### config.mk
export PLATFORM = sky130hd
export DESIGN_NAME = mem_port_arbiter
export DESIGN_NICKNAME = d
export VERILOG_FILES = /design/src/rtl/mem_arb_pkg.sv /design/src/rtl/mem_port_arbiter.sv
export SDC_FILE = /design/constraint.sdc
export NUM_CORES = 1
export LEC_CHECK = 0
export BUFFER_PORTS_ARGS = -buffer_cell sky130_fd_sc_hd__buf_2
export CAP_MARGIN = 5
export CORE_ASPECT_RATIO = 0.7
export CORE_MARGIN = 4
export CORE_UTILIZATION = 57
export CTS_CLUSTER_SIZE = 30
export DETAILED_ROUTE_END_ITERATION = 10
export PLACE_DENSITY = 0.85
export SYNTH_ARGS = -nofsm -noshare
export SYNTH_HDL_FRONTEND = slang
export SYNTH_SLANG_ARGS = --single-unit
### constraint.sdc
create_clock -name clk_i -period 7.77 [get_ports clk_i]
set_input_delay 0 -clock clk_i [delete_from_list [all_inputs] [get_ports clk_i]]
set_output_delay 0 -clock clk_i [all_outputs]
set_load 0.02 [all_outputs]
### src/rtl/mem_arb_pkg.sv
// Shared types for the memory port arbiter: FSM states, port indices and the
// fixed-priority selector used to pick the next pending request.
package mem_arb_pkg;

  localparam int ADDR_W_DEF = 14;
  localparam int DATA_W_DEF = 10;

  typedef enum logic [1:0] {IDLE, ISSUE, WAIT, DONE} state_t;

  // 0 = write port, 1..4 = read ports 1..4
  typedef logic [2:0] port_t;
  localparam port_t PORT_WR = 3'd0;

  // pend layout is {wr, rd4, rd3, rd2, rd1}; the write always wins.
  function automatic port_t pick_next(input logic [4:0] pend);
    port_t p;
    if (pend[4]) begin
      p = 3'd0;
    end else if (pend[0]) begin
      p = 3'd1;
    end else if (pend[1]) begin
      p = 3'd2;
    end else if (pend[2]) begin
      p = 3'd3;
    end else if (pend[3]) begin
      p = 3'd4;
    end else begin
      p = PORT_WR;
    end
    return p;
  endfunction

endpackage

### src/rtl/mem_port_arbiter.sv
// Serialises one write port and four read ports of the core onto a single-port
// RAM, stalling the core until the whole request bundle has been served.
module mem_port_arbiter
  import mem_arb_pkg::*;
#(
  parameter int ADDR_W  = ADDR_W_DEF,
  parameter int DATA_W  = DATA_W_DEF,
  parameter int RAM_LAT = 1
) (
  input  logic              clk_i,
  input  logic              rst_i,
  input  logic              wr_en_i,
  input  logic [ADDR_W-1:0] wr_addr_i,
  input  logic [DATA_W-1:0] wr_data_i,
  input  logic [3:0]        rd_en_i,
  input  logic [ADDR_W-1:0] rd_addr1_i,
  input  logic [ADDR_W-1:0] rd_addr2_i,
  input  logic [ADDR_W-1:0] rd_addr3_i,
  input  logic [ADDR_W-1:0] rd_addr4_i,
  output logic [DATA_W-1:0] rd_data1_o,
  output logic [DATA_W-1:0] rd_data2_o,
  output logic [DATA_W-1:0] rd_data3_o,
  output logic [DATA_W-1:0] rd_data4_o,
  output logic              in_ready_o,
  output logic [3:0]        out_ready_o,
  output logic              stall_o,
  output logic [ADDR_W-1:0] ram_addr_o,
  output logic [DATA_W-1:0] ram_indata_o,
  output logic              ram_write_o,
  output logic              ram_read_o,
  input  logic [DATA_W-1:0] ram_outdata_i
);

  localparam int LW = (RAM_LAT < 2) ? 1 : $clog2(RAM_LAT + 1);

  state_t                  state_q, state_d;
  logic [4:0]              pend_q, pend_d;
  logic [ADDR_W-1:0]       wr_addr_q, wr_addr_d;
  logic [DATA_W-1:0]       wr_data_q, wr_data_d;
  logic [3:0][ADDR_W-1:0]  rd_addr_q, rd_addr_d;
  logic [3:0][DATA_W-1:0]  rd_data_q, rd_data_d;
  logic [1:0]              cur_q, cur_d;
  logic [LW-1:0]           lat_cnt_q, lat_cnt_d;
  logic                    in_ready_q, in_ready_d;
  logic [3:0]              out_ready_q, out_ready_d;
  logic                    ram_write_q, ram_write_d;
  logic                    ram_read_q, ram_read_d;
  logic [ADDR_W-1:0]       ram_addr_q, ram_addr_d;
  logic [DATA_W-1:0]       ram_indata_q, ram_indata_d;

  logic  any_req_s;
  port_t sel_s;
  logic [1:0] idx_s;

  assign any_req_s = wr_en_i | (|rd_en_i);
  assign sel_s     = pick_next(pend_q);
  assign idx_s     = 2'(sel_s - 3'd1);
  assign stall_o   = ((state_q == IDLE) && any_req_s) || (state_q == ISSUE) || (state_q == WAIT);

  // Next-state, bundle latch and RAM strobe decode.
  always_comb begin
    state_d      = state_q;
    pend_d       = pend_q;
    wr_addr_d    = wr_addr_q;
    wr_data_d    = wr_data_q;
    rd_addr_d    = rd_addr_q;
    rd_data_d    = rd_data_q;
    cur_d        = cur_q;
    lat_cnt_d    = lat_cnt_q;
    in_ready_d   = 1'b0;
    out_ready_d  = 4'b0000;
    ram_write_d  = 1'b0;
    ram_read_d   = 1'b0;
    ram_addr_d   = ram_addr_q;
    ram_indata_d = ram_indata_q;

    case (state_q)
      IDLE: begin
        if (any_req_s) begin
          pend_d    = {wr_en_i, rd_en_i};
          wr_addr_d = wr_addr_i;
          wr_data_d = wr_data_i;
          rd_addr_d = {rd_addr4_i, rd_addr3_i, rd_addr2_i, rd_addr1_i};
          state_d   = ISSUE;
        end else begin
          state_d = IDLE;
        end
      end
      ISSUE: begin
        if (pend_q == 5'd0) begin
          state_d = DONE;
        end else if (sel_s == PORT_WR) begin
          pend_d[4]    = 1'b0;
          ram_write_d  = 1'b1;
          ram_addr_d   = wr_addr_q;
          ram_indata_d = wr_data_q;
          in_ready_d   = 1'b1;
          state_d      = (pend_q[3:0] != 4'd0) ? ISSUE : DONE;
        end else begin
          pend_d[idx_s] = 1'b0;
          ram_read_d    = 1'b1;
          ram_addr_d    = rd_addr_q[idx_s];
          lat_cnt_d     = LW'(RAM_LAT);
          cur_d         = idx_s;
          state_d       = WAIT;
        end
      end
      WAIT: begin
        // pend_q already excludes the read in flight
        if (lat_cnt_q == LW'(1)) begin
          rd_data_d[cur_q]   = ram_outdata_i;
          out_ready_d[cur_q] = 1'b1;
          state_d            = (pend_q != 5'd0) ? ISSUE : DONE;
        end else begin
          lat_cnt_d = lat_cnt_q - LW'(1);
        end
      end
      DONE: begin
        state_d = IDLE;
      end
      default: begin
        state_d = IDLE;
      end
    endcase
  end

  // State and output registers; reset aborts any bundle in progress.
  always_ff @(posedge clk_i or posedge rst_i) begin
    if (rst_i) begin
      state_q      <= IDLE;
      pend_q       <= 5'd0;
      wr_addr_q    <= '0;
      wr_data_q    <= '0;
      rd_addr_q    <= '0;
      rd_data_q    <= '0;
      cur_q        <= 2'd0;
      lat_cnt_q    <= '0;
      in_ready_q   <= 1'b0;
      out_ready_q  <= 4'b0000;
      ram_write_q  <= 1'b0;
      ram_read_q   <= 1'b0;
      ram_addr_q   <= '0;
      ram_indata_q <= '0;
    end else begin
      state_q      <= state_d;
      pend_q       <= pend_d;
      wr_addr_q    <= wr_addr_d;
      wr_data_q    <= wr_data_d;
      rd_addr_q    <= rd_addr_d;
      rd_data_q    <= rd_data_d;
      cur_q        <= cur_d;
      lat_cnt_q    <= lat_cnt_d;
      in_ready_q   <= in_ready_d;
      out_ready_q  <= out_ready_d;
      ram_write_q  <= ram_write_d;
      ram_read_q   <= ram_read_d;
      ram_addr_q   <= ram_addr_d;
      ram_indata_q <= ram_indata_d;
    end
  end

  assign rd_data1_o   = rd_data_q[0];
  assign rd_data2_o   = rd_data_q[1];
  assign rd_data3_o   = rd_data_q[2];
  assign rd_data4_o   = rd_data_q[3];
  assign in_ready_o   = in_ready_q;
  assign out_ready_o  = out_ready_q;
  assign ram_addr_o   = ram_addr_q;
  assign ram_indata_o = ram_indata_q;
  assign ram_write_o  = ram_write_q;
  assign ram_read_o   = ram_read_q;

endmodule

==> flow_metrics.py, run 1 <==
metrics = {
    "pwr": {
        "netSwitchingPower_uw": 1460,
        "peakVddDrop_uv": 248,
        "power_leakage_uw": 0.00416,
        "power.sequential.fraction_pct": 38.1,
        "power_density_nw_per_um2": 441,
        "clockPowerShare_pct": 20.2,
        "swShare_pct": 36.6,
        "combinational_fraction_of_design_power_pct": 41.7,
        "intPower_uw": 2530,
    },
    "critical_path": {
        "start_kind": "flop",
        "crit_fanout": 17,
        "crit_type": "flop to flop",
        "worstSetupEndpointType": "flop",
        "timing.critical_path.arrival_ps": 3520,
        "worst-endpoint-required_ps": 8050,
    },
    "grt": {
        "grt_antenna_before_repair": 0,
        "grt.overflow.total": 0,
        "grt_pass1_vias": 5015,
        "gr-usage-all-layers_pct": 26.5,
        "grt_start_max_net_pins": 82,
        "grt_first_pass_wirelength_microns": 27000,
    },
    "timing": {
        "hold_viol_final": 0,
        "max_freq_mhz": 309,
        "slew_headroom_pct": 26.9,
        "tns_ps": 0,
        "finalClockSkew_ps": 12.4,
        "timing_worst_slew_pin_value_ps": 1090,
        "timing_max_transition_violations_final": 0,
        "grt_setup_unrepaired": "no",
        "min_period_over_period_pct": 41.7,
        "period_minus_slack_ps": 3240,
        "finalSetupViolCount": 0,
    },
    "detailed_routing": {
        "postRouteAntennaNets": 0,
        "drc": 0,
        "drt_first_iter_violations": 215,
        "drt-wirelength-per-cell_microns": 19.5,
        "dr.pass1.iters": 5,
        "route.final.wire_length_microns": 16600,
        "viasPerCell": 5.39,
        "dr_total_vias": 4594,
    },
    "placement": {
        "dp_hpwl_microns": 10100,
        "placedCellCount": 727,
        "port-buffer-count": 168,
        "gp_routability_congestion": 0.898,
    },
    "cells_and_area": {
        "share_of_final_layout_standard_cells_stronger_than_drive_strength_1_pct": 35.0,
        "number_of_fillers_in_the_final_layout": 628,
        "layout-area-overhead-vs-synth_pct": 38.3,
        "seqCellArea_sq_um": 4000,
        "layout.cells.non_filler": 853,
        "area_of_combinational_cells_with_multiple_inputs_sq_um": 2400,
        "nNetsFinal": 789,
        "n_antenna_cell": 0,
    },
    "logic_synthesis": {
        "yosysWarnings": 0,
        "synth.yosys.seq_area_share_pct": 61.2,
        "synthCells": 424,
        "netlist-cell-type-count": 36,
        "postSynthRegisterBits": 160,
        "mappedNetlistNets": 524,
        "post_synth_instance_area_sq_um": 6550,
        "postSynthAreaPerCell_sq_um": 15.4,
    },
    "min_path": {
        "type_of_the_worst_min_delay_path": "input pin to async pin",
    },
    "clock_network": {
        "clockRootBuffer": "clkbuf_16",
        "cts.sink_count": 160,
        "clock_insertion_delay_worst_skew_ps": 410,
        "cts-buffers-inserted": 17,
        "cts_tree": "done",
        "cts.path.max_buffers": 2,
        "cts-htree-levels": 4,
        "clkTransAtPathRegs_ps": 60,
        "cts_resized": 0,
    },
    "die": {
        "design.portCount": 169,
        "dieArea_sq_um": 13300,
        "die_height_microns": 97.7,
        "die_w_microns": 136,
        "initial_core_util_pct": 58.8,
        "std_cell_rows": 32,
        "core_sq_um": 11100,
    },
    "run_status": {
        "result_of_the_run": "completed",
    },
    "flow_run": {
        "max_cap_viol_count": 0,
    },
}
[power by group through the flow]
stage	sequential (uW)	combinational, uW	clock (uW)
6_report	1520	1660	808
5_1_grt	1570	1800	851
4_1_cts	1500	1660	815
3_5_place_dp	1510	1620	0
3_3_place_gp	1480	1540	0
2_1_floorplan	1640	1000	0
[sequential cells by signal (all words and copies together) (netlist names), 2 cells and up]
signal        flops
rd_addr_q        56
ram_addr_o       14
wr_addr_q        14
ram_indata_o     10
rd_data1_o       10
rd_data2_o       10
rd_data3_o       10
rd_data4_o       10
wr_data_q        10
pend_q            5
out_ready_o       4
cur_q             2
state_q           2
[synthesized netlist by cell type]
cell type / number / area, sq um
and2b_1: 1 / 7.51
nor4b_1: 1 / 8.76
a21boi_0: 1 / 7.51
nor4_1: 4 / 25.0
a221o_1: 14 / 140
mux2_2: 22 / 248
buf_6: 1 / 11.3
buf_2: 14 / 70.1
nand3_1: 3 / 15.0
or3_1: 2 / 12.5
o21ai_1: 4 / 20.0
o41ai_1: 1 / 8.76
o21a_1: 1 / 7.51
a21o_1: 1 / 7.51
nand3b_1: 1 / 7.51
a211oi_2: 1 / 12.5
mux4_2: 14 / 315
nand2b_1: 2 / 12.5
nand2_1: 10 / 37.5
or4_1: 1 / 7.51
buf_4: 2 / 15.0
a21oi_1: 3 / 15.0
o32ai_1: 1 / 8.76
dfrtp_1: 160 / 4000
o211ai_4: 1 / 21.3
buf_1: 1 / 3.75
mux2_1: 108 / 1220
nor2b_1: 15 / 93.8
o21ai_0: 9 / 45.0
or4_4: 1 / 11.3
a21oi_4: 1 / 16.3
nor2_1: 3 / 11.3
inv_1: 11 / 41.3
ha_1: 3 / 37.5
inv_2: 1 / 3.75
clkbuf_1: 5 / 18.8
[metal layers]
| metal | track usage [%] | part of all wire (%) |
|---|---|---|
| met1 | 33.3 | 39 |
| met5 | 0 | 0 |
| met2 | 45.7 | 53 |
| met4 | 6.58 | 2.0 |
| met3 | 7.09 | 5.9 |
[path summary, 6_finish.rpt]
check,end,start,cells after the start,slack (ps)
setup / recovery,ram_addr_o[7],pend_q[1],7,4530
hold / removal,ram_indata_o[4],rst_i,3,240
min in group clk_i,rd_addr_q[42],rd_addr4_i[0],3,340
setup reg to reg,ram_addr_o[7],pend_q[1],7,4530
hold reg to reg,ram_indata_o[6],wr_data_q[6],1,480
max in group asynchronous,state_q[1],rst_i,4,6040
[worst max-delay path: stages, from the launching register on]
cell      delay (ps)
dfrtp_1          430
nand2b_1         210
a21oi_4          690
inv_1            160
ha_1             280
nand3_1          420
inv_1            420
a221o_1          480
[cells by family after synthesis]
kind of cell | count (synthesis) | synth area share, %
buffers and inverters | 35 | 2.50
multiplexers | 144 | 27.2
adder cells (fa/ha/maj) | 3 | 0.574
AO/OA/AOI/OAI | 38 | 4.74
flip-flops | 160 | 61.2
AND/OR/NAND/NOR | 44 | 3.82
[timing repair]
item	in CTS	in global routing
hold endpoints to repair	205	0
hold buffers	96	0
setup buffers	0	0
[stage by stage]
step                util, %  hold slack (ps)  setup slack [ps]  power, uW  instance area [sq um]
finish                 81.3              243              4530       3990                   9050
global route           81.3              334              4220       4220                   9050
CTS                    81.3              281              4470       3980                   9050
detailed placement     67.6              175              4460       3130                   7520
global placement       67.6              162              4690       3020                   7520
floorplan                 -              122              3450       2650                   6550
[cells in the final DEF, fill, tap and decap left out, types with 3 or more instances in the layout]
cell type and n:
nor4_1 3, dlygate4sd3_1 96, dfrtp_1 160, nand3_1 3, nor2_1 3, inv_1 10
buf_4 5, buf_2 168, clkbuf_16 17, nor2b_1 15, o21ai_0 9, o21ai_1 4
ha_1 3, nand2_1 10, mux4_2 14, clkinvlp_4 3, mux2_2 22, mux2_1 108
a221o_1 14, a21oi_1 3
[layout make-up]
class	count	share of cell area, %
Timing Repair Buffer	269	20.3
Tap cell	153	2.11
Clock buffer	21	5.09
Inverter	12	0.553
Multi-Input combinational cell	229	26.5
Clock inverter	9	1.22
Sequential cell	160	44.2
Power figures use the tool's default switching activity.
==> run 2: changes to the inputs <==
Settings changed: CORE_UTILIZATION 57 to 53, PLACE_DENSITY 0.85 to 0.8.
Clock period 7.77 ns to 3.15 ns, I/O delays scaled along.
==> run 2 against run 1 <==
Effect of this change: sequential cell count unchanged; largest cell class unchanged; sequential power up 150%; largest power group unchanged; hold slack improved by 91 ps; highest routed layer unchanged.
==> flow_metrics.py, run 2 (synthesized netlist as in run 1, its figures left out) <==
metrics = {
    "run_status": {
        "result_of_the_run": "completed",
    },
    "pwr": {
        "power.sequential.fraction_pct": 36.6,
        "peakVddDrop_uv": 564,
        "clockPowerShare_pct": 21.8,
        "netSwitchingPower_uw": 3660,
        "power_leakage_uw": 0.00425,
        "power_density_nw_per_um2": 1110,
        "intPower_uw": 6580,
        "swShare_pct": 35.7,
        "combinational_fraction_of_design_power_pct": 41.6,
    },
    "placement": {
        "dp_hpwl_microns": 10300,
        "placedCellCount": 740,
        "gp_routability_congestion": 0.829,
        "detailed_place.area_sq_um": 7640,
        "port-buffer-count": 168,
    },
    "cells_and_area": {
        "mostFrequentLayoutCells": "buf_2, dfrtp_1, mux2_1",
        "fin_area_sq_um": 9250,
        "n_antenna_cell": 0,
        "largest_register_ffs": 56,
        "layout-area-overhead-vs-synth_pct": 41.3,
        "layout.cells.non_filler": 868,
        "share_of_final_layout_standard_cells_stronger_than_drive_strength_1_pct": 36.0,
        "leading_cell_type_in_the_layout_fill_and_taps_excluded": "buf_2",
        "nNetsFinal": 798,
        "registers.top_by_ff_count": "rd_addr_q",
    },
    "detailed_routing": {
        "drt-wirelength-per-cell_microns": 19.1,
        "drc": 0,
        "dr.pass1.iters": 4,
        "postRouteAntennaNets": 0,
        "drt_first_iter_violations": 223,
        "dr_total_vias": 4642,
        "route.final.wire_length_microns": 16600,
        "viasPerCell": 5.35,
    },
    "clock_network": {
        "clock_insertion_delay_worst_skew_ps": 410,
        "clkTransAtPathRegs_ps": 70,
        "cts_resized": 0,
        "cts_setup_buffers": 0,
        "cts.sink_count": 160,
        "clockRootBuffer": "clkbuf_16",
        "cts-buffers-inserted": 17,
        "cts-htree-levels": 4,
        "cts.path.max_buffers": 2,
        "cts_tree": "done",
    },
    "min_path": {
        "type_of_the_worst_min_delay_path": "input pin to flop",
    },
    "timing": {
        "timing_max_transition_violations_final": 0,
        "finalSetupViolCount": 0,
        "max_freq_mhz": 406,
        "period_minus_slack_ps": 2460,
        "hold_viol_final": 0,
        "grt_setup_unrepaired": "no",
        "tns_ps": 0,
        "timing_worst_slew_pin_value_ps": 882,
        "finalClockSkew_ps": 16.5,
        "slew_headroom_pct": 41.0,
        "min_period_over_period_pct": 78.2,
        "timing.hold.ws_ps": 334,
    },
    "critical_path": {
        "timing.critical_path.arrival_ps": 2740,
        "worst-endpoint-required_ps": 3430,
        "regToRegSetupSlack_ps": 690,
        "crit_type": "flop to flop",
        "worstSetupEndpointType": "flop",
        "crit_fanout": 15,
        "start_kind": "flop",
    },
    "grt": {
        "grt_pass1_vias": 5124,
        "grt_first_pass_wirelength_microns": 26900,
        "gr-usage-all-layers_pct": 24.3,
        "grt_antenna_before_repair": 0,
        "grt_start_max_net_pins": 161,
        "grt.overflow.total": 0,
    },
    "die": {
        "dieArea_sq_um": 14200,
        "die_w_microns": 141,
        "die_height_microns": 101,
        "initial_core_util_pct": 55.0,
        "design.portCount": 169,
        "core_sq_um": 11900,
        "std_cell_rows": 33,
    },
    "flow_run": {
        "max_cap_viol_count": 0,
    },
}
[run 2: cell count changes in the layout (fill, tap and decap cells not counted), sizes merged]
cell / change
buf: +9
bufinv: +3
clkbuf: -2
clkinv: +1
[run 2: final timing paths]
path / start / to / depth (start not counted)
worst max-delay path: pend_q[4] / ram_addr_o[11] / 5
worst min-delay path: rd_addr2_i[12] / rd_addr_q[26] / 3
worst max register to register: pend_q[4] / ram_addr_o[11] / 5
worst min register to register: wr_data_q[4] / wr_data_q[4] / 1
max in group asynchronous: rst_i / pend_q[3] / 4
min in group asynchronous: rst_i / rd_data3_o[9] / 4
[run 2: final cells by class]
class / count / area, sq um
timing repair buffer: 278 / 1960
inverter: 12 / 48.8
clock inverter: 13 / 210
multi-input combinational: 229 / 2400
sequential: 160 / 4000
clock buffer: 19 / 433
fill: 685 / 2650
tap: 157 / 196
[run 2: worst max-delay path, stage by stage, from the launching register on]
cell,delay (ps)
dfrtp_1,480
or3_1,400
inv_1,100
ha_1,600
mux4_2,420
a221o_1,320
[run 2: per-stage QoR]
stage | setup slack, ps | utilization, % | power [uW]
3_3_place_gp | 844 | 64.3 | 7620
6_report | 687 | 77.8 | 10200
2_1_floorplan | 642 | - | 6530
4_1_cts | 727 | 77.8 | 10200
3_5_place_dp | 739 | 64.3 | 7880
5_1_grt | 616 | 77.8 | 10800
[run 2: metal layers]
metal	wire [microns]	global-route usage [%]	up-vias
li1	-	-	2089
met1	6830	31.1	2385
met2	8650	42.4	148
met3	870	4.84	20
met4	200	7.45	0
met5	0	0	-
[run 2: power groups by stage]
stage               clock network, uW  logic, uW  registers, uW
floorplan                           0       2470           4050
global placement                    0       3970           3660
detailed placement                  0       4150           3730
CTS                              2260       4260           3700
global route                     2370       4600           3840
finish                           2240       4260           3740
[run 2: repair_timing]
| action | in CTS | in global routing |
|---|---|---|
| endpoints found under the setup margin | 0 | 0 |
| hold buffers | 96 | 0 |
| hold endpoints to repair | 285 | 0 |
